[config.mk]
export PLATFORM = sky130hd
export DESIGN_NAME = gpio
export DESIGN_NICKNAME = d
export VERILOG_FILES = /design/src/rtl/gpio.sv
export SDC_FILE = /design/constraint.sdc
export NUM_CORES = 1
export LEC_CHECK = 0
export CAP_MARGIN = 10
export CORE_MARGIN = 8
export CORE_UTILIZATION = 35
export CTS_CLUSTER_DIAMETER = 60
export DETAILED_ROUTE_END_ITERATION = 12
export PLACE_DENSITY_LB_ADDON = 0.05
export SYNTH_ARGS = -nofsm -noshare
export SYNTH_HDL_FRONTEND = slang
export SYNTH_SLANG_ARGS = --single-unit
[constraint.sdc]
create_clock -name CLK -period 1.5 [get_ports CLK]
set_clock_uncertainty 0.1 [all_clocks]
set_input_delay 0.15 -clock CLK [delete_from_list [all_inputs] [get_ports CLK]]
set_output_delay 0.15 -clock CLK [all_outputs]
set_load 0.05 [all_outputs]
[src/rtl/gpio.sv]
// ----------------------------------------------------------------------------
// gpio: memory-mapped GPIO peripheral, 4-word window selected by A[1:0].
//   A=00 -> GPI1 (read-only), A=01 -> GPI2 (read-only),
//   A=10 -> GPO1 register (r/w), A=11 -> GPO2 register (r/w).
// Ports:
//   CLK, RST_N   clock / async active-low reset
//   WD           write data from CPU
//   GPI1, GPI2   input pins (already synchronized upstream)
//   A, WE        word address and decoder-qualified write enable
//   RD           combinational read data
//   GPO1, GPO2   registered output pins
// ----------------------------------------------------------------------------

// One output register: async reset to RST_VAL, load on wr_en.
module gpio_reg #(
    parameter int                 DATA_W  = 32,
    parameter logic [DATA_W-1:0]  RST_VAL = '0
) (
    input  logic              CLK,
    input  logic              RST_N,
    input  logic              wr_en,
    input  logic [DATA_W-1:0] wd,
    output logic [DATA_W-1:0] q
);
    always_ff @(posedge CLK or negedge RST_N) begin
        if (!RST_N)     q <= RST_VAL;
        else if (wr_en) q <= wd;
    end
endmodule

module gpio #(
    parameter int                 DATA_W   = 32,
    parameter logic [DATA_W-1:0]  GPO1_RST = '0,
    parameter logic [DATA_W-1:0]  GPO2_RST = '0
) (
    input  logic              CLK,
    input  logic              RST_N,
    input  logic [DATA_W-1:0] WD,
    input  logic [DATA_W-1:0] GPI1,
    input  logic [DATA_W-1:0] GPI2,
    input  logic [1:0]        A,
    input  logic              WE,
    output logic [DATA_W-1:0] RD,
    output logic [DATA_W-1:0] GPO1,
    output logic [DATA_W-1:0] GPO2
);
    localparam int NUM_GPO = 2;
    localparam logic [NUM_GPO-1:0][DATA_W-1:0] RST_VALS = {GPO2_RST, GPO1_RST};

    logic [NUM_GPO-1:0][DATA_W-1:0] gpo_q;
    logic [NUM_GPO-1:0]             wr_sel;

    // A[1] selects the output half of the map, A[0] picks which register;
    // the selects are one-hot so a single edge never loads both.
    always_comb begin
        wr_sel = '0;
        if (WE && A[1]) wr_sel[A[0]] = 1'b1;
    end

    for (genvar i = 0; i < NUM_GPO; i++) begin : g_gpo
        gpio_reg #(
            .DATA_W (DATA_W),
            .RST_VAL(RST_VALS[i])
        ) u_reg (
            .CLK  (CLK),
            .RST_N(RST_N),
            .wr_en(wr_sel[i]),
            .wd   (WD),
            .q    (gpo_q[i])
        );
    end

    assign GPO1 = gpo_q[0];
    assign GPO2 = gpo_q[1];

    // Pure combinational read mux; WE has no influence on RD.
    always_comb begin
        RD = '0;
        case (A)
            2'b00:   RD = GPI1;
            2'b01:   RD = GPI2;
            2'b10:   RD = gpo_q[0];
            default: RD = gpo_q[1];
        endcase
    end
endmodule

==> results_dict.tcl <==
set metrics [dict create \
    synthSimpleGateAreaFrac_pct 0.886 \
    num-fill-cells 656 \
    synth_top_family_by_area "multiplexers" \
    wl_um 11200 \
    synth.distinct_cells 11 \
    seq_power_share_pct 24.2 \
    end_kind "output port" \
    grt_pass1_wl_um 17700 \
    diodes 0 \
    initial_core_util_pct 35.3 \
    fmax_mhz 607 \
    drive_gt1_share_pct 64.0 \
    violations "setup timing" \
    via_count 2733 \
    ys_seq_area_share_pct 47.3 \
    power.leakage_nw 3.19 \
    die_y_um 114 \
    crit_arrival_ns 1.40 \
    grt_overflow 0 \
    drtPass1Iterations 4 \
    die_area_um2 13100 \
    syn_area_per_cell_um2 19.3 \
    r2r_start "g_gpo[1].u_reg.q[5]" \
    cts_made_buffers 9 \
    synth-xor-area-share_pct 0 \
    multi_input_area_um2 1580 \
    top_regs "g_gpo.u_reg.q x64" \
    clock_path_buffers 2 \
    drtIter0Drc 116 \
    critical_path.max_fanout 2 \
    outcome "complete, but fails checks" \
    period_share_pct 110 \
    register_area_um2 1600 \
    grt_use_total_pct 17.6 \
    ys_ff_latch 64 \
    maxSlewHeadroom_pct 76.1 \
    tightest_slew_ns 0.359 \
    max_flop_register "g_gpo.u_reg.q" \
    synth_fp_nets 277 \
    tns_ns -3.86 \
    wire_per_inst_um 18.9 \
    cts_tree "built" \
    antenna_found_initial 0 \
    ant_nets 0 \
    clk_pin_slew_ns 0.07 \
    dp.cells 527 \
    cts_root_buffer "clkbuf_8" \
    rows 36 \
    syn_area_um2 3390 \
    drc 0 \
    peakVddDrop_v 0.000734 \
    grt_pass1_vias 3196 \
    grt_max_degree 65 \
    intPower_mw 5.78 \
    synth_adder_area_share_pct 0 \
    p_switching_mw 3.50 \
    post-route-min-period_ns 1.65 \
    routed_via_density 4.60 \
    path_class "register to output port" \
    layout.nets 557 \
    syn_inst 176 \
    pin_count 197 \
    hold_path_class "input port to async pin" \
    holdWs_ns 0.249 \
    setup_violations 32 \
    syn_to_final_growth_pct 108 \
    drv_cap 0 \
    p_per_area_nw_per_um2 1320 \
    port_buffers 196 \
    fin_ws_ns -0.146 \
    synth_compound_area_share_pct 0 \
    insertion_delay_ns 0.32 \
    synthMuxAreaShare_pct 48.4 \
    largest_reg_flops 64 \
    globalplace.congestion 0.730 \
    hpwl_um 8480 \
    yosysWarningCount 0 \
    cp-start-kind "register" \
    maxSlewViolCount 0 \
    stdcell_count 594 \
    rsz0062_at_grt "yes" \
    power_mw 9.28 \
    p_comb_share_pct 60.8 \
    r2r_slack_ns 0.22 \
    cts_sinks 64 \
    critPathRequiredTime_ns 1.25 \
    crit_start "g_gpo[0].u_reg.q[27]" \
    cts_max_level 3 \
    design.core.area_um2 9590 \
    power_frac_clock_pct 15.0 \
    switching_share_pct 37.7 \
    die_w_um 114 \
    final-hold-violation-count 0 \
]
-- layout by cell type (no fill, tap or decap), types with 2 or more instances in the layout --
master           count
clkinv_2             3
buf_6               15
clkbuf_1             3
mux4_2              32
mux2_4              30
mux2_2              32
mux2_1               2
buf_4               79
clkdlybuf4s50_1     97
dfrtp_1             63
buf_2                3
buf_12              87
clkbuf_8             9
-- area by class of cell --
| cell class | instances | share of cell area [%] |
|---|---|---|
| clock buffers | 12 | 1.92 |
| clock inverters | 4 | 0.639 |
| multi-input cells | 98 | 22.5 |
| flip-flops and latches | 64 | 22.7 |
| well taps | 133 | 2.36 |
| repair buffers | 283 | 49.9 |
-- routing by layer --
layer	GRT usage (%)	up-vias	share of wire [%]
li1	-	1253	-
met1	19.0	1352	38
met2	30.3	116	51
met3	7.44	12	9.7
met4	5.77	0	1.2
met5	0	-	0
-- synth_stat cells --
library cell	n	area [um2]
mux2_2	32	360
nand3b_4	1	20.0
dfrtp_1	64	1600
mux2_1	2	22.5
buf_6	7	78.8
buf_2	6	30.0
buf_4	1	7.51
mux4_1	23	604
mux4_2	9	203
nand3_2	1	10.0
mux2_4	30	450
-- per-stage QoR --
stage,utilization (%),setup WS [ns],cell area [um2]
after floorplan,-,0.00970,3300
after global placement,66.9,-0.0477,6420
after detailed placement,66.9,-0.0648,6420
after CTS,72.2,-0.202,6920
after global routing,73.5,-0.193,7050
final,73.5,-0.146,7050
-- critical path, cell delays in order, from the launching register on --
cell	delay, ns
dfrtp_2	0.43
mux4_2	0.47
buf_6	0.17
-- cell families after synthesis --
kind of cell,count (synthesis)
muxes,96
DFF,64
buffers and inverters,14
and+or+nand+nor,2
-- power groups by stage --
stage	logic (mW)	registers, mW	clock network [mW]
detailed placement	5.06	2.43	0
floorplan	1.29	3.46	0
finish	5.65	2.25	1.39
global placement	5.01	2.42	0
CTS	5.55	2.26	1.42
global route	5.84	2.28	1.52
-- path summary, 6_finish.rpt --
check / end / cells past startpoint
worst max-delay path: RD[27] / 2
worst min-delay path: g_gpo[0].u_reg.q[17] / 3
worst max register to register: g_gpo[1].u_reg.q[5] / 4
worst min register to register: g_gpo[0].u_reg.q[9] / 1
max in group asynchronous: g_gpo[0].u_reg.q[27] / 3
min in group CLK: g_gpo[1].u_reg.q[20] / 4
-- what timing repair did --
item / 4_1_cts / 5_1_grt
endpoints found under the setup margin: 32 / 32
hold buffers: 1 / 0
hold endpoints to repair: 64 / 0
resized for setup: 17 / 1
setup buffers: 34 / 16
Power figures use the tool's default switching activity.
